===== config.mk =====
export PLATFORM = sky130hd
export DESIGN_NAME = rst_seq
export DESIGN_NICKNAME = d
export VERILOG_FILES = /design/src/rtl/rst_pkg.sv /design/src/rtl/rst_seq_timer.sv /design/src/rtl/rst_seq.sv
export SDC_FILE = /design/constraint.sdc
export NUM_CORES = 1
export LEC_CHECK = 0
export CAP_MARGIN = 20
export CELL_PAD_IN_SITES_DETAIL_PLACEMENT = 1
export CELL_PAD_IN_SITES_GLOBAL_PLACEMENT = 1
export CORE_MARGIN = 8
export CORE_UTILIZATION = 45
export DETAILED_ROUTE_END_ITERATION = 8
export PLACE_DENSITY = 0.88
export SLEW_MARGIN = 20
export SYNTH_ARGS = -nofsm -noshare
export SYNTH_HDL_FRONTEND = slang
export SYNTH_HIERARCHICAL = 1
export SYNTH_SLANG_ARGS = --single-unit

===== constraint.sdc =====
create_clock -name clock_in -period 5.64 [get_ports clock_in]
set_input_delay 0.846 -clock clock_in [delete_from_list [all_inputs] [get_ports clock_in]]
set_output_delay 0.846 -clock clock_in [all_outputs]
set_load 0.01 [all_outputs]

===== src/rtl/rst_pkg.sv =====
// Shared types and default timing for the reset sequencer
// and the upstream power-on reset generator.
package rst_pkg;

  typedef enum logic [2:0] {
    IDLE,
    SETTLE,
    RELEASE,
    WAIT_ACK,
    GAP,
    READY,
    HOLD,
    FAULT
  } rst_seq_state_t;

  localparam int DEF_N_STAGE     = 4;
  localparam int DEF_SETTLE_CYC  = 16;
  localparam int DEF_GAP_CYC     = 8;
  localparam int DEF_TIMEOUT_CYC = 1024;
  localparam int DEF_HOLD_CYC    = 32;
  localparam int DEF_MAX_RETRY   = 2;

  function automatic int max2(
    input int a,
    input int b
  );
    return (a > b) ? a : b;
  endfunction

  function automatic int cnt_width(
    input int s,
    input int g,
    input int t,
    input int h
  );
    return $clog2(max2(max2(s, g), max2(t, h)) + 1);
  endfunction

endpackage


===== src/rtl/rst_seq_timer.sv =====
// Shared phase counter: clears on state entry, counts up
// and parks at the limit so it never wraps.
module rst_seq_timer #(
  parameter int W = 11
) (
  input  logic         clock_in,
  input  logic         clr,
  input  logic         en,
  input  logic [W-1:0] limit,
  output logic         tc
);

  logic [W-1:0] cnt;

  assign tc = (cnt == limit);

  always_ff @(posedge clock_in) begin
    if (clr) begin
      cnt <= '0;
    end else if (en && !tc) begin
      cnt <= cnt + 1'b1;
    end
  end

endmodule


===== src/rtl/rst_seq.sv =====
// Ordered per-stage reset release with ack wait,
// timeout, bounded retry and latched fault.
module rst_seq
  import rst_pkg::*;
#(
  parameter int N_STAGE     = DEF_N_STAGE,
  parameter int SETTLE_CYC  = DEF_SETTLE_CYC,
  parameter int GAP_CYC     = DEF_GAP_CYC,
  parameter int TIMEOUT_CYC = DEF_TIMEOUT_CYC,
  parameter int HOLD_CYC    = DEF_HOLD_CYC,
  parameter int MAX_RETRY   = DEF_MAX_RETRY
) (
  input  logic                           clock_in,
  input  logic                           rstn,
  input  logic [N_STAGE-1:0]             stage_ack,
  output logic [N_STAGE-1:0]             stage_rstn,
  output logic                           all_ready,
  output logic                           timeout_err,
  output logic                           fault,
  output logic [$clog2(N_STAGE)-1:0]     cur_stage,
  output logic [$clog2(MAX_RETRY+1)-1:0] retry_cnt
);

  localparam int CW =
    cnt_width(SETTLE_CYC, GAP_CYC, TIMEOUT_CYC, HOLD_CYC);
  localparam int SW = $clog2(N_STAGE);
  localparam int RW = $clog2(MAX_RETRY + 1);

  localparam logic [SW-1:0] LAST = SW'(N_STAGE - 1);
  localparam logic [RW-1:0] RMAX = RW'(MAX_RETRY);

  // Limits are one short: the entry edge itself clears the count.
  localparam logic [CW-1:0] L_SETTLE  = CW'(SETTLE_CYC - 1);
  localparam logic [CW-1:0] L_GAP     = CW'(GAP_CYC - 1);
  localparam logic [CW-1:0] L_TIMEOUT = CW'(TIMEOUT_CYC - 1);
  localparam logic [CW-1:0] L_HOLD    = CW'(HOLD_CYC - 1);

  rst_seq_state_t state;

  logic [CW-1:0] limit;
  logic          tc;
  logic          en;
  logic          clr;
  logic          leave;
  logic          ack;
  logic [SW-1:0] nxt_stage;

  assign ack       = stage_ack[cur_stage];
  assign nxt_stage = cur_stage + 1'b1;
  assign en        = (state != READY) && (state != FAULT);
  assign clr       = !rstn || leave;

  always_comb begin
    limit = '0;
    leave = 1'b0;
    unique case (state)
      IDLE: begin
        leave = 1'b1;
      end
      SETTLE: begin
        limit = L_SETTLE;
        leave = tc;
      end
      WAIT_ACK: begin
        limit = L_TIMEOUT;
        leave = ack || tc;
      end
      GAP: begin
        limit = L_GAP;
        leave = tc;
      end
      HOLD: begin
        limit = L_HOLD;
        leave = tc;
      end
      default: begin
        leave = 1'b0;
      end
    endcase
  end

  rst_seq_timer #(
    .W(CW)
  ) u_timer (
    .clock_in(clock_in),
    .clr     (clr),
    .en      (en),
    .limit   (limit),
    .tc      (tc)
  );

  always_ff @(posedge clock_in) begin
    if (!rstn) begin
      state       <= IDLE;
      stage_rstn  <= '0;
      all_ready   <= 1'b0;
      timeout_err <= 1'b0;
      fault       <= 1'b0;
      cur_stage   <= '0;
      retry_cnt   <= '0;
    end else begin
      unique case (state)
        IDLE: begin
          state <= SETTLE;
        end
        SETTLE: begin
          if (tc) begin
            stage_rstn[cur_stage] <= 1'b1;
            state <= WAIT_ACK;
          end
        end
        WAIT_ACK: begin
          // An ack on the last window edge beats the timeout.
          if (ack) begin
            state <= (cur_stage == LAST) ? READY : GAP;
          end else if (tc) begin
            stage_rstn  <= '0;
            timeout_err <= 1'b1;
            if (retry_cnt < RMAX) begin
              retry_cnt <= retry_cnt + 1'b1;
              cur_stage <= '0;
              state     <= HOLD;
            end else begin
              fault <= 1'b1;
              state <= FAULT;
            end
          end
        end
        GAP: begin
          if (tc) begin
            cur_stage <= nxt_stage;
            stage_rstn[nxt_stage] <= 1'b1;
            state <= WAIT_ACK;
          end
        end
        READY: begin
          stage_rstn <= '1;
          all_ready  <= 1'b1;
        end
        HOLD: begin
          if (tc) begin
            state <= SETTLE;
          end
        end
        FAULT: begin
          stage_rstn <= '0;
          fault      <= 1'b1;
        end
        default: begin
          state <= IDLE;
        end
      endcase
    end
  end

  a_fault_held: assert property (
    @(posedge clock_in) disable iff (!rstn)
      fault |-> (stage_rstn == '0)
  );

  a_ready_all: assert property (
    @(posedge clock_in) disable iff (!rstn)
      all_ready |-> (&stage_rstn)
  );

endmodule


==> Yosys cells after proc, flatten, opt, wreduce, memory -nomap -nowiden <==
Index checks and enable logic that the tools add are counted.
{ "totals": {"regBits": 25, "inputBits": 6, "word_cells": 89} }
{ "classes": {"add_sub_neg": 3, "order_cmp": 5, "n_eq_ne": 19, "muxes": 29, "bitwise_logic": 4, "n_reduce_logical": 21} }
{ "op_table": {"columns": ["cell", "n"], "rows": [
  ["$pmux 10 s4", 1],
  ["$pmux 4 s5", 1],
  ["$mux 4", 4],
  ["$pmux 3 s5", 1],
  ["$ne 2x2->1 const B", 7],
  ["$eq 3x3->1 const B", 4],
  ["$mux 3", 4],
  ["$reduce_and 4->1", 3],
  ["$add 11x1->11 const B", 1],
  ["$eq 11x10->1", 1],
  ["$reduce_and 5->1", 2],
  ["$ne 3x3->1 const B", 3],
  ["$mux 1", 8],
  ["$mux 2", 4],
  ["$or 4x4->4", 2],
  ["$lt 2x3->1 const B", 2],
  ["$reduce_bool 5->1", 1],
  ["$add 2x1->2 const B", 2],
  ["$demux 1 s2", 2],
  ["$ge 2x1->1 const B", 2],
  ["$logic_and 1x1->1", 4],
  ["$pmux 2 s2", 1],
  ["$reduce_bool 2->1", 2],
  ["$reduce_or 2->1", 2],
  ["14 further kinds", 17]
]} }

==> Depth between registers and ports, before layout <==
Gate-level depths: netlist (run 1).
{ "depth": {"word_depth": 8, "mapped_depth": 13} }

==> Modules after synthesis <==
Netlist (run 1), hierarchy kept.
{ "by_module_without_submodules": {"columns": ["module", "instances", "cells_each", "area_per_inst_um2", "seq_area_each_um2"], "rows": [
  ["rst_seq", 1, 116, 940.9, 280.3],
  ["rst_seq_timer", 1, 72, 651.9, 220.2]
]} }

==> Worst setup path after synthesis (run 1) <==
No wires, ideal clock.
{ "synth_path": {"path_type": "reg2reg", "from": "register state[0]", "to": "register u_timer.cnt[0]", "setup_ns": 0.128, "arrival_time_ns": 2.857, "path_slack_ns": 2.656, "stages_incl_launch_ff": 13, "n_path_buf": 3, "cell_sequence": "dfxtp_1 clkbuf_1 xor2_1 and2_1 xnor2_1 nand4_2 nor3_2 clkbuf_1 a21oi_1 a211o_1 nand3_1 clkbuf_1 nor2_1"} }
{ "synth_via": {"elab_chain_cells": 6, "elab_cells_between_ends": 16, "cone_classes": "7 x eq/ne; 2 x mux; 7 x reduce/logical"} }
{ "synth_rtl": {"columns": ["item", "line", "rtl"], "rows": [
  ["start: declaration", "rst_seq.sv:38", "rst_seq_state_t state;"],
  ["start signal: assignment", "rst_seq.sv:115", "state <= (cur_stage == LAST) ? READY : GAP;"],
  ["$eq 3x3->1, or another cell as far along", "rst_seq.sv:56", "unique case (state)"],
  ["$pmux 10 s4 (*)", "rst_seq.sv:56", null],
  ["net limit[0]", "rst_seq.sv:40", "logic [CW-1:0] limit;"],
  ["$eq 11x10->1 (*)", "rst_seq_timer.sv:15", "assign tc = (cnt == limit);"],
  ["net tc", "rst_seq.sv:41", "logic tc;"],
  ["$logic_or 1x1->1", "rst_seq.sv:66", "leave = ack || tc;"],
  ["$pmux 1 s3 (*)", "rst_seq.sv:56", null],
  ["$logic_or 1x1->1 (*)", "rst_seq.sv:51", "assign clr = !rstn || leave;"],
  ["net clr", "rst_seq.sv:43", "logic clr;"],
  ["end signal: assignment", "rst_seq_timer.sv:21", "cnt <= cnt + 1'b1;"],
  ["end: declaration", "rst_seq_timer.sv:13", "logic [W-1:0] cnt;"]
]} }
Mark *: on every way through the listed nets, which the timed path passes. The rest lies on a longest branch.
A chain may end at the register's enable or synchronous reset.

==> Worst setup path in the final report (run 1) <==
{ "layout_path": {"from": "register state[1]", "to": "register stage_rstn[0]"} }
{ "layout_via": {"elab_chain_cells": 5, "elab_cells_between_ends": 15, "cone_classes": "11 x eq/ne; 2 x mux; 2 x reduce/logical"} }
{ "layout_rtl": {"columns": ["item", "line", "rtl"], "rows": [
  ["$eq 3x3->1, or another cell as far along", "rst_seq.sv:56", null],
  ["$pmux 10 s4 (*)", "rst_seq.sv:56", null],
  ["net limit[5]", "rst_seq.sv:40", null],
  ["$eq 11x10->1 (*)", "rst_seq_timer.sv:15", null],
  ["net tc", "rst_seq.sv:41", null],
  ["$ne 2x2->1 (no line)", null, null],
  ["$reduce_and 5->1 (no line) (*)", null, null],
  ["end signal: assignment", "rst_seq.sv:95", "stage_rstn <= '0;"],
  ["end signal: indexed assignment", "rst_seq.sv:108", "stage_rstn[cur_stage] <= 1'b1;"],
  ["end signal: assignment", "rst_seq.sv:117", "stage_rstn <= '0;"],
  ["end: declaration", "rst_seq.sv:16", "output logic [N_STAGE-1:0] stage_rstn,"]
]} }
Marked as above.

==> results of run 1 <==
-- critical path: cells and delay by family (launching register included) --
| family | cells | cell delay [ns] |
|---|---|---|
| xor+xnor | 1 | 0.21 |
| flops | 1 | 0.67 |
| compound gates | 3 | 0.85 |
| simple gates | 5 | 1.85 |
-- metrics by stage --
| stage | std cells | cell area, µm² |
|---|---|---|
| 3_3_place_gp | 242 | 1770 |
| 4_1_cts | 246 | 1800 |
| 3_5_place_dp | 242 | 1770 |
| 6_report | 246 | 1800 |
| 2_1_floorplan | 188 | 1590 |
| 5_1_grt | 246 | 1800 |
-- cells in the mapped netlist, types with 2 or more instances --
library cell	instances	area (µm²)
sky130_fd_sc_hd__a221oi_1	3	26.3
sky130_fd_sc_hd__nand2_1	10	37.5
sky130_fd_sc_hd__inv_1	9	33.8
sky130_fd_sc_hd__nand2b_1	3	18.8
sky130_fd_sc_hd__o21ai_0	10	50.1
sky130_fd_sc_hd__nand4_1	3	18.8
sky130_fd_sc_hd__dfxtp_1	25	500
sky130_fd_sc_hd__o31ai_1	6	45.0
sky130_fd_sc_hd__xnor2_1	11	96.3
sky130_fd_sc_hd__a21oi_1	16	80.1
sky130_fd_sc_hd__nor3b_1	2	15.0
sky130_fd_sc_hd__or4_1	6	45.0
sky130_fd_sc_hd__mux2i_1	2	20.0
sky130_fd_sc_hd__o21ai_1	2	10.0
sky130_fd_sc_hd__o211a_1	4	40.0
sky130_fd_sc_hd__ha_1	7	87.6
sky130_fd_sc_hd__o21a_1	5	37.5
sky130_fd_sc_hd__nor2b_1	9	56.3
sky130_fd_sc_hd__nand4_2	2	25.0
sky130_fd_sc_hd__a31oi_1	3	18.8
sky130_fd_sc_hd__or3_1	3	18.8
sky130_fd_sc_hd__mux2_2	2	22.5
sky130_fd_sc_hd__clkbuf_1	5	18.8
sky130_fd_sc_hd__nand3b_1	2	15.0
sky130_fd_sc_hd__nand3_1	7	35.0
sky130_fd_sc_hd__xor2_1	2	17.5
sky130_fd_sc_hd__or2_1	2	12.5
sky130_fd_sc_hd__nor2_1	10	37.5
-- where the power goes --
| group | total [mW] | internal [mW] | switching (mW) |
|---|---|---|---|
| sequential | 0.182 | 0.178 | 0.00378 |
| clock | 0.0871 | 0.0271 | 0.0599 |
| combinational | 0.0280 | 0.0123 | 0.0156 |
| total | 0.297 | 0.218 | 0.0794 |
-- sequential cells by signal, indices dropped and copies added, names as in the netlist --
| signal | count |
|---|---|
| timeout_err | 1 |
| stage_rstn | 4 |
| cur_stage | 2 |
| retry_cnt | 2 |
| state | 3 |
| all_ready | 1 |
| u_timer/cnt | 11 |
| fault | 1 |
-- final cells by class --
type / instances / area (µm²)
Clock buffer: 3 / 22.5
Clock inverter: 1 / 7.51
Fill cell: 435 / 1560
Inverter: 9 / 33.8
Multi-Input combinational cell: 146 / 1020
Sequential cell: 25 / 500
Tap cell: 46 / 57.6
Timing Repair Buffer: 16 / 160
-- layer usage --
layer / routed length [µm] / track usage
met3: 116 / 0.0197
met1: 1770 / 0.175
met5: 0 / 0
met2: 2190 / 0.285
met4: 87 / 0.0661
-- how the worst max path moves through the flow --
stage | startpoint | end | slack (ns) | cells after the start
after floorplan | state[0] | u_timer/cnt[0] | 2.66 | 12
after global placement | state[1] | stage_rstn[2] | 2.27 | 9
after detailed placement | state[1] | stage_rstn[1] | 2.02 | 9
after CTS | state[2] | stage_rstn[0] | 1.99 | 9
after global routing | state[1] | stage_rstn[0] | 1.66 | 9
final | state[1] | stage_rstn[0] | 1.95 | 9
-- cells by family after synthesis --
family,after synthesis,share of synthesized area
simple gates,63,0.231
compound gates,57,0.240
flops,25,0.314
buf+inv,17,0.0456
xor+xnor,13,0.0715
fa+ha+maj,7,0.0550
mux,5,0.0408
other cells,1,0.00235
==> impl_results.rst, run 1 <==
.. list-table::
   :header-rows: 1

   * - Metric
     - Value
   * - Top flip-flop cell by instance count after synthesis
     - sky130_fd_sc_hd__dfxtp_1
   * - Standard cell core area
     - 3360 µm²
   * - 1st-iter DRT viols
     - 81
   * - Buffer levels on the longest clock path
     - 2
   * - Count of max-cap constraint violations
     - 0
   * - Most frequent CP cell
     - sky130_fd_sc_hd__nand2_1
   * - Cell-by-cell trace of the critical path
     - nand2_1 > nor2_1 > xnor2_1 > nand3_2 > nor3_2 > nand2_1 > o22ai_1 > o21bai_1 > o211a_1
   * - Endpoint kind of the worst setup timing path
     - flop
   * - Unrepaired setup endpoints after global routing
     - false
   * - Required time at the worst-slack endpoint
     - 5.87 ns
   * - Maximum single-stage delay on the critical path
     - 0.81 ns
   * - Final max-slew violation count
     - 0
   * - Via count of the first global-routing pass
     - 1530
   * - Crit Reg-Reg Startpoint
     - state[1]
   * - Wire length per cell after detailed routing
     - 16.9 µm
   * - Slack of the critical path
     - 1.95 ns
   * - Fraction of final layout cells sized beyond drive strength 1
     - 0.0700
   * - Minimum clock period after layout
     - 3.69 ns
   * - # hold bufs at CTS
     - 0
   * - Cell count after synthesis
     - 188
   * - FP Rows
     - 21
   * - Post-Synthesis Mean Instance Area
     - 8.47 µm²
   * - Post-route core utilization
     - 0.536
   * - Clock tree skew after final layout
     - 0.0145 ns
   * - Power per standard cell area
     - 165 nW/µm²
   * - Data arrival time at the worst-slack endpoint
     - 3.92 ns
   * - Starting Density
     - 0.474
   * - Share of synthesized area occupied by flip-flops and latches
     - 0.314
   * - Net count after synthesis
     - 201
   * - Hold depth
     - 1
   * - Gpl congestion
     - 0.791
   * - Clock transition at path regs
     - 0.14 ns
   * - Total via count in the routed design
     - 1460
   * - Setup Viol. Count Final
     - 0
   * - Overall fraction of global-route tracks in use
     - 0.155
   * - Largest net degree at the start of global routing
     - 24
   * - Worst R2R Setup Slack
     - 1.95 ns
   * - IR drop worst, VDD
     - 0.000140 V
   * - Skew-Pair Late Insertion Delay
     - 0.33 ns
   * - Slew @ Worst Pin
     - 1.05 ns
   * - Period utilization
     - 0.653
   * - Fmax
     - 271 MHz
   * - Global-route wire length before repair
     - 6950 µm
   * - Hold_sp
     - all_ready
   * - Netlist area before placement
     - 1590 µm²
   * - Total Nets Final
     - 214
   * - Design Power
     - 297 µW
   * - CTS buffer count
     - 3
   * - Post-cts gate resize count
     - 0
   * - Post-Route Setup TNS
     - 0 ns
   * - Post-synth EDFFs
     - 0
   * - Residual antenna-violating net count after detailed routing
     - 0
   * - Pre-CTS setup slack
     - 2.02 ns
   * - Die Footprint
     - 5700 µm²
   * - Cell chosen for the clock root
     - sky130_fd_sc_hd__clkbuf_4
   * - Hold Violations, Final
     - 0
   * - Most common cell after layout, fill and taps aside
     - sky130_fd_sc_hd__dfxtp_1
   * - Critical path peak fanout
     - 18
   * - Detailed-route DRC error count
     - 0
   * - Synth cell types
     - 45
   * - Worst Reg2Reg Path Length in Cells
     - 9
   * - Async SR Flop Fraction
     - 0
   * - Via/cell ratio
     - 5.93
   * - ANT cells
     - 0
   * - Worst setup path class
     - flop to flop
   * - Result of the run
     - finished, final reports clean
   * - Tightest Hold Check Type
     - flop to flop
   * - Port Buffer Count
     - 16
   * - Sort of element at the start of the critical path
     - flop
   * - Initial antenna violation count
     - 0
   * - R2r endpoint
     - stage_rstn[0]
   * - CTS tree
     - built
   * - Number of detailed-routing iterations run before antenna repair
     - 4
   * - Leakage power total
     - 0.635 nW
   * - Yosys reg bits
     - 25
   * - Worst hold endpoint
     - all_ready
   * - Die Y
     - 75.5 µm
   * - I/O pin cnt
     - 17
   * - Worst slew margin relative to its limit
     - 0.295
   * - Width of the die
     - 75.5 µm
   * - Slowest cell on the critical path
     - sky130_fd_sc_hd__nor3_2
   * - Sinks on the clock net
     - 25
   * - Top library cells by usage in the layout, fill and taps aside
     - sky130_fd_sc_hd__dfxtp_1, sky130_fd_sc_hd__a21oi_1, sky130_fd_sc_hd__clkdlybuf4s50_1
   * - Hpwl dp
     - 3210 µm
   * - Hold slack
     - 0.482 ns
   * - Total number of H-tree levels
     - 1
   * - GRT Residual Overflow
     - 0
   * - Buffer count from post-CTS setup fixing
     - 0
   * - Routed Wire Length
     - 4170 µm
   * - Synthesis warning total
     - 6
   * - Layout area overhead
     - 13.1%
(Power assumes the default switching activity.)
==> run 2: changes to the inputs <==
--- a/config.mk
+++ b/config.mk
@@ -9,9 +9,9 @@
 export CELL_PAD_IN_SITES_DETAIL_PLACEMENT = 1
 export CELL_PAD_IN_SITES_GLOBAL_PLACEMENT = 1
 export CORE_MARGIN = 8
-export CORE_UTILIZATION = 45
+export CORE_UTILIZATION = 38
 export DETAILED_ROUTE_END_ITERATION = 8
-export PLACE_DENSITY = 0.88
+export PLACE_DENSITY = 0.8
 export SLEW_MARGIN = 20
 export SYNTH_ARGS = -nofsm -noshare
 export SYNTH_HDL_FRONTEND = slang
==> constraint.sdc (replaced) <==
create_clock -name clock_in -period 3.1 [get_ports clock_in]
set_input_delay 0.465 -clock clock_in [delete_from_list [all_inputs] [get_ports clock_in]]
set_output_delay 0.465 -clock clock_in [all_outputs]
set_load 0.01 [all_outputs]
==> run 2 against run 1 <==
Compared with the run above: utilization decreased by 7.0 points; cell area rose by 4.0%; critical endpoint is now u_timer/cnt[0]; power grew 95%; clock-buffer cell count is 1 higher; worst setup slack worse by 1.7 ns; flip-flop and latch count unchanged; register-to-register slack got worse by 1.7 ns; fmax is 32% higher; cell count rose by 4.5%; combinational power grew 99%; sequential power is 81% higher.
==> impl_results.rst, run 2 (same netlist as run 1, synthesis figures left out) <==
.. list-table::
   :header-rows: 1

   * - Metric
     - Value
   * - Worst setup path class
     - flop to flop (unchanged)
   * - Wire length per cell after detailed routing
     - 15.1 µm (was 16.9 µm)
   * - Skew-Pair Late Insertion Delay
     - 0.27 ns (was 0.33 ns)
   * - Port Buffer Count
     - 16 (unchanged)
   * - Total number of H-tree levels
     - 1 (unchanged)
   * - Hpwl dp
     - 2950 µm (was 3210 µm)
   * - Routed Wire Length
     - 3880 µm (was 4170 µm)
   * - Register bank with the most flops
     - u_timer/cnt (unchanged)
   * - Largest register FFs
     - 11 (unchanged)
   * - Final instance area
     - 1870 µm² (was 1800 µm²)
   * - Post-cts gate resize count
     - 0 (unchanged)
   * - Number of buffer and inverter instances along the worst setup path
     - 0 (unchanged)
   * - Fraction of final layout cells sized beyond drive strength 1
     - 0.0966 (was 0.0700)
   * - # hold bufs at CTS
     - 0 (unchanged)
   * - Top library cells by usage in the layout, fill and taps aside
     - sky130_fd_sc_hd__dfxtp_1, sky130_fd_sc_hd__a21oi_1, sky130_fd_sc_hd__clkdlybuf4s50_1 (unchanged)
   * - Width of the die
     - 80.7 µm (was 75.5 µm)
   * - IR drop worst, VDD
     - 0.000220 V (was 0.000140 V)
   * - Largest net degree at the start of global routing
     - 18 (was 24)
   * - Power per standard cell area
     - 309 nW/µm² (was 165 nW/µm²)
   * - GRT Residual Overflow
     - 0 (unchanged)
   * - Initial antenna violation count
     - 0 (unchanged)
   * - Total Nets Final
     - 221 (was 214)
   * - Layout area overhead
     - 17.7% (was 13.1%)
   * - Clock tree skew after final layout
     - 0.00327 ns (was 0.0145 ns)
   * - Slack of the critical path
     - 0.303 ns (was 1.95 ns)
   * - Total via count in the routed design
     - 1443 (was 1460)
   * - Largest registers in the final layout
     - u_timer/cnt x11, stage_rstn x4, state x3 (unchanged)
   * - Buffer levels on the longest clock path
     - 2 (unchanged)
   * - Slew @ Worst Pin
     - 0.583 ns (was 1.05 ns)
   * - Leakage power total
     - 0.681 nW (was 0.635 nW)
   * - ANT cells
     - 0 (unchanged)
   * - Period utilization
     - 0.902 (was 0.653)
   * - Cell-by-cell trace of the critical path
     - xor2_1 > and2_1 > xnor2_1 > nand4_2 > nor3_2 > a21oi_1 > a211o_1 > nand3_1 > nor2_1 (was nand2_1 > nor2_1 > xnor2_1 > nand3_2 > nor3_2 > nand2_1 > o22ai_1 > o21bai_1 > o211a_1)
   * - I/O pin cnt
     - 17 (unchanged)
   * - Global-route wire length before repair
     - 6400 µm (was 6950 µm)
   * - Setup Viol. Count Final
     - 0 (unchanged)
   * - FP Rows
     - 23 (was 21)
   * - Unrepaired setup endpoints after global routing
     - false (unchanged)
   * - Via/cell ratio
     - 5.61 (was 5.93)
   * - Worst slew margin relative to its limit
     - 0.609 (was 0.295)
   * - Sinks on the clock net
     - 25 (unchanged)
   * - Sort of element at the start of the critical path
     - flop (unchanged)
   * - Residual antenna-violating net count after detailed routing
     - 0 (unchanged)
   * - Final max-slew violation count
     - 0 (unchanged)
   * - Minimum clock period after layout
     - 2.80 ns (was 3.69 ns)
   * - Hold slack
     - 0.475 ns (was 0.482 ns)
   * - Hold Violations, Final
     - 0 (unchanged)
   * - Die Footprint
     - 6520 µm² (was 5700 µm²)
   * - Critical path peak fanout
     - 13 (was 18)
   * - Most common cell after layout, fill and taps aside
     - sky130_fd_sc_hd__dfxtp_1 (unchanged)
   * - Placed instance area
     - 1830 µm² (was 1770 µm²)
   * - Required time at the worst-slack endpoint
     - 3.25 ns (was 5.87 ns)
   * - Result of the run
     - finished, final reports clean (unchanged)
   * - Standard cell core area
     - 4030 µm² (was 3360 µm²)
   * - Filler Cell Count
     - 499 (was 435)
   * - Fmax
     - 358 MHz (was 271 MHz)
   * - Cell chosen for the clock root
     - sky130_fd_sc_hd__clkbuf_8 (was sky130_fd_sc_hd__clkbuf_4)
   * - Tightest Hold Check Type
     - flop to flop (unchanged)
   * - Clock transition at path regs
     - 0.09 ns (was 0.14 ns)
   * - Maximum single-stage delay on the critical path
     - 0.58 ns (was 0.81 ns)
   * - Slowest cell on the critical path
     - sky130_fd_sc_hd__dfxtp_1 (was sky130_fd_sc_hd__nor3_2)
   * - Via count of the first global-routing pass
     - 1406 (was 1530)
   * - Post-route core utilization
     - 0.465 (was 0.536)
   * - Pre-CTS setup slack
     - 0.307 ns (was 2.02 ns)
   * - Overall fraction of global-route tracks in use
     - 0.121 (was 0.155)
   * - Die Y
     - 80.7 µm (was 75.5 µm)
   * - Family with the most delay on the worst path
     - simple AND/OR/NAND/NOR gates (unchanged)
   * - Post-Route Setup TNS
     - 0 ns (unchanged)
   * - Detailed-route DRC error count
     - 0 (unchanged)
   * - Endpoint kind of the worst setup timing path
     - flop (unchanged)
   * - Buffer count from post-CTS setup fixing
     - 0 (unchanged)
   * - CTS buffer count
     - 3 (unchanged)
   * - Starting Density
     - 0.395 (was 0.474)
   * - Gpl congestion
     - 0.790 (was 0.791)
   * - Count of max-cap constraint violations
     - 0 (unchanged)
   * - Number of detailed-routing iterations run before antenna repair
     - 4 (unchanged)
   * - 1st-iter DRT viols
     - 66 (was 81)
   * - Data arrival time at the worst-slack endpoint
     - 2.94 ns (was 3.92 ns)
   * - CTS tree
     - built (unchanged)
==> run 2: changes by cell type in the layout (fill, tap and decap cells not counted), sizes merged <==
cell	delta
buf	+7
clkinvlp	-1
clkbuf	+1
==> run 2: path summary, 6_finish.rpt <==
| check | startpoint | end | slack, ns | cells past startpoint |
|---|---|---|---|---|
| setup / recovery | state[2] | u_timer/cnt[0] | 0.30 | 9 |
| hold / removal | fault | fault | 0.48 | 2 |
| setup reg to reg | state[2] | u_timer/cnt[0] | 0.30 | 9 |
| hold reg to reg | fault | fault | 0.48 | 2 |
==> run 2: cell type report <==
type	instances	area, µm²	area share
Timing Repair Buffer	23	213	0.113
Clock buffer	4	45.0	0.0240
Inverter	9	33.8	0.0180
Sequential cell	25	500	0.267
Tap cell	50	62.6	0.0334
Multi-Input combinational cell	146	1020	0.544
==> run 2: through the flow <==
| stage | instances | total power, mW |
|---|---|---|
| after floorplan | 188 | 0.372 |
| after global placement | 253 | 0.391 |
| after detailed placement | 253 | 0.393 |
| after CTS | 257 | 0.590 |
| after global routing | 257 | 0.610 |
| final | 257 | 0.580 |
==> run 2: where the power goes <==
| part | switching (mW) | internal, mW | leakage, nW |
|---|---|---|---|
| logic | 0.0301 | 0.0255 | 0.456 |
| clock network | 0.103 | 0.0920 | 0.0228 |
| registers | 0.00533 | 0.324 | 0.202 |
==> run 2: worst min-delay path: cells and delay by family, from the launching register on <==
family	cells	cell delay [ns]
DFF	1	0.34
and+or+nand+nor	1	0.05
AOI/OAI and AO/OA	1	0.06
==> run 2: per-layer routing <==
metal  GRT usage  wire length [µm]  vias to the layer above
li1            -                 -                      721
met1       0.140              1780                      705
met2       0.220              1940                       13
met3      0.0265               111                        4
met4      0.0286                38                        0
met5           0                 0                        -
==> run 3: changes to the inputs <==
--- a/config.mk
+++ b/config.mk
@@ -9,9 +9,10 @@
 export CELL_PAD_IN_SITES_DETAIL_PLACEMENT = 1
 export CELL_PAD_IN_SITES_GLOBAL_PLACEMENT = 1
 export CORE_MARGIN = 8
-export CORE_UTILIZATION = 38
+export CORE_UTILIZATION = 40
+export CTS_BUF_LIST = sky130_fd_sc_hd__clkbuf_4 sky130_fd_sc_hd__clkbuf_8
 export DETAILED_ROUTE_END_ITERATION = 8
-export PLACE_DENSITY = 0.8
+export PLACE_DENSITY = 0.83
 export SLEW_MARGIN = 20
 export SYNTH_ARGS = -nofsm -noshare
 export SYNTH_HDL_FRONTEND = slang
==> run 3 against run 2 <==
Compared with the run above: die area fell by 4.0%; clock-buffer cell count down 1; cell count is 0.39% lower; first-iteration DRC count down 3.0%; sequential power about the same; register-to-register slack improved by 0.03 ns; cell area decreased by 0.20%; sequential share of layout area increased by 0.054 points; largest cell class unchanged.
==> impl_results.rst, run 3 (same netlist as run 1, synthesis figures left out) <==
.. list-table::
   :header-rows: 1

   * - Metric
     - Value
   * - Result of the run
     - finished, final reports clean (unchanged)
   * - Wire length per cell after detailed routing
     - 15.6 µm (was 15.1 µm)
   * - Global-route track usage on met1
     - 0.160 (was 0.140)
   * - Minimum clock period after layout
     - 2.77 ns (was 2.80 ns)
   * - Clock transition at path regs
     - 0.09 ns (about the same)
   * - IR drop worst, VDD
     - 0.000255 V (was 0.000220 V)
   * - Sequential fraction of design power
     - 0.565 (was 0.568)
   * - Setup Viol. Count Final
     - 0 (unchanged)
   * - Buffer levels on the longest clock path
     - 2 (unchanged)
   * - Detailed-route DRC error count
     - 0 (unchanged)
   * - Internal cell power
     - 440 µW (was 441 µW)
   * - Count of max-cap constraint violations
     - 0 (unchanged)
   * - Largest net degree at the start of global routing
     - 19 (was 18)
   * - Total area of sequential cells
     - 500 µm² (unchanged)
   * - Area used by multi-input combinational logic
     - 1020 µm² (unchanged)
   * - Buffer count from post-CTS setup fixing
     - 0 (unchanged)
   * - Number of detailed-routing iterations run before antenna repair
     - 4 (unchanged)
   * - Final instance area
     - 1870 µm² (about the same)
   * - Global-route met3 utilization
     - 0.0282 (was 0.0265)
   * - Die Footprint
     - 6260 µm² (was 6520 µm²)
   * - Combinational group share of total power
     - 0.095 (was 0.096)
   * - Post-cts gate resize count
     - 0 (unchanged)
   * - Total number of H-tree levels
     - 1 (unchanged)
   * - # hold bufs at CTS
     - 0 (unchanged)
   * - Hold Violations, Final
     - 0 (unchanged)
   * - M2 GR Usage
     - 0.228 (was 0.220)
   * - Register bank with the most flops
     - u_timer/cnt (unchanged)
   * - Total Nets Final
     - 220 (was 221)
   * - Most common cell after layout, fill and taps aside
     - sky130_fd_sc_hd__dfxtp_1 (unchanged)
   * - Most heavily used metal layer in global routing
     - met2 (unchanged)
   * - Via count of the first global-routing pass
     - 1410 (was 1406)
   * - Routed Wire Length
     - 4000 µm (was 3880 µm)
   * - ANT cells
     - 0 (unchanged)
   * - Pre-CTS setup slack
     - 0.359 ns (was 0.307 ns)
   * - Total via count in the routed design
     - 1408 (was 1443)
   * - Required time at the worst-slack endpoint
     - 3.24 ns (was 3.25 ns)
   * - Overall fraction of global-route tracks in use
     - 0.130 (was 0.121)
   * - CTS buffer count
     - 3 (unchanged)
   * - Worst slew margin relative to its limit
     - 0.588 (was 0.609)
   * - CTS tree
     - built (unchanged)
   * - Net Sw Frac
     - 0.244 (was 0.239)
   * - Post-Route Setup TNS
     - 0 ns (unchanged)
   * - Fmax
     - 361 MHz (was 358 MHz)
   * - Global-route wire length before repair
     - 6640 µm (was 6400 µm)
   * - Starting Density
     - 0.407 (was 0.395)
   * - Worst setup path class
     - flop to flop (unchanged)
   * - Unrepaired setup endpoints after global routing
     - false (unchanged)
   * - Standard cell core area
     - 3910 µm² (was 4030 µm²)
   * - Post-route core utilization
     - 0.478 (was 0.465)
   * - Leakage power total
     - 0.674 nW (was 0.681 nW)
   * - Initial antenna violation count
     - 0 (unchanged)
   * - Top library cells by usage in the layout, fill and taps aside
     - sky130_fd_sc_hd__dfxtp_1, sky130_fd_sc_hd__a21oi_1, sky130_fd_sc_hd__clkdlybuf4s50_1 (unchanged)
   * - Final max-slew violation count
     - 0 (unchanged)
   * - Switching power
     - 142 µW (was 139 µW)
   * - Fraction of final layout cells sized beyond drive strength 1
     - 0.0971 (was 0.0966)
   * - I/O pin cnt
     - 17 (unchanged)
   * - Port Buffer Count
     - 16 (unchanged)
   * - Largest register FFs
     - 11 (unchanged)
   * - Clock tree skew after final layout
     - 0.00620 ns (was 0.00327 ns)
   * - 1st-iter DRT viols
     - 64 (was 66)
   * - Worst R2R Setup Slack
     - 0.33 ns (was 0.30 ns)
   * - Cell chosen for the clock root
     - sky130_fd_sc_hd__clkbuf_8 (unchanged)
   * - Width of the die
     - 79.1 µm (was 80.7 µm)
   * - Tightest Hold Check Type
     - flop to flop (unchanged)
   * - Hpwl dp
     - 2870 µm (was 2950 µm)
   * - Hold slack
     - 0.471 ns (was 0.475 ns)
   * - Critical path peak fanout
     - 18 (was 13)
   * - Filler Cell Count
     - 482 (was 499)
   * - Sinks on the clock net
     - 25 (unchanged)
   * - Via/cell ratio
     - 5.50 (was 5.61)
   * - Slew @ Worst Pin
     - 0.616 ns (was 0.583 ns)
   * - Die Y
     - 79.1 µm (was 80.7 µm)
   * - Share of power burned in the clock network
     - 0.340 (was 0.336)
   * - Placed instance area
     - 1820 µm² (was 1830 µm²)
   * - Gpl congestion
     - 0.784 (was 0.790)
   * - Power per standard cell area
     - 311 nW/µm² (was 309 nW/µm²)
   * - FP Rows
     - 23 (unchanged)
   * - Endpoint kind of the worst setup timing path
     - flop (unchanged)
   * - Residual antenna-violating net count after detailed routing
     - 0 (unchanged)
   * - Period utilization
     - 0.894 (was 0.902)
   * - Largest registers in the final layout
     - u_timer/cnt x11, stage_rstn x4, state x3 (unchanged)
   * - Layout area overhead
     - 17.4% (was 17.7%)
   * - GRT Residual Overflow
     - 0 (unchanged)
   * - Skew-Pair Late Insertion Delay
     - 0.27 ns (about the same)
   * - Slack of the critical path
     - 0.329 ns (was 0.303 ns)
   * - Data arrival time at the worst-slack endpoint
     - 2.91 ns (was 2.94 ns)
   * - Sort of element at the start of the critical path
     - flop (unchanged)
[run 3: power by group through the flow]
stage | combinational (mW) | sequential (mW) | clock [mW]
detailed placement | 0.0555 | 0.337 | 0
global route | 0.0607 | 0.330 | 0.218
floorplan | 0.0373 | 0.335 | 0
global placement | 0.0541 | 0.337 | 0
CTS | 0.0562 | 0.329 | 0.206
finish | 0.0554 | 0.329 | 0.198
[run 3: final cells by class]
class	count	share of cell area
Clock buffer	3	0.0221
Tap cell	50	0.0334
Multi-Input combinational cell	146	0.545
Inverter	9	0.0181
Timing Repair Buffer	22	0.110
Sequential cell	25	0.268
Clock inverter	1	0.00401
[run 3: final timing paths]
| check | start | endpoint | depth (start not counted) |
|---|---|---|---|
| worst max-delay path | state[1] | u_timer/cnt[10] | 11 |
| worst min-delay path | all_ready | all_ready | 1 |
| worst max register to register | state[1] | u_timer/cnt[10] | 11 |
| worst min register to register | all_ready | all_ready | 1 |
[run 3: critical path, stage by stage, from the launching register on]
cell	delay, ns
sky130_fd_sc_hd__dfxtp_1	0.66
sky130_fd_sc_hd__nand2_1	0.18
sky130_fd_sc_hd__nor2_1	0.12
sky130_fd_sc_hd__buf_4	0.18
sky130_fd_sc_hd__xnor2_1	0.15
sky130_fd_sc_hd__nand3_2	0.12
sky130_fd_sc_hd__nor3_2	0.19
sky130_fd_sc_hd__buf_4	0.23
sky130_fd_sc_hd__a21oi_1	0.06
sky130_fd_sc_hd__a211o_1	0.31
sky130_fd_sc_hd__nand3_1	0.34
sky130_fd_sc_hd__a21oi_1	0.09
[run 3: layer usage]
| metal | up-vias | part of all wire |
|---|---|---|
| met2 | 13 | 0.49 |
| li1 | 721 | - |
| met5 | - | 0 |
| met4 | 0 | 0.0090 |
| met1 | 670 | 0.47 |
| met3 | 4 | 0.031 |
[run 3: through the flow]
stage	power (mW)	cells
after floorplan	0.372	188
after global placement	0.391	252
after detailed placement	0.392	252
after CTS	0.592	256
after global routing	0.609	256
final	0.583	256
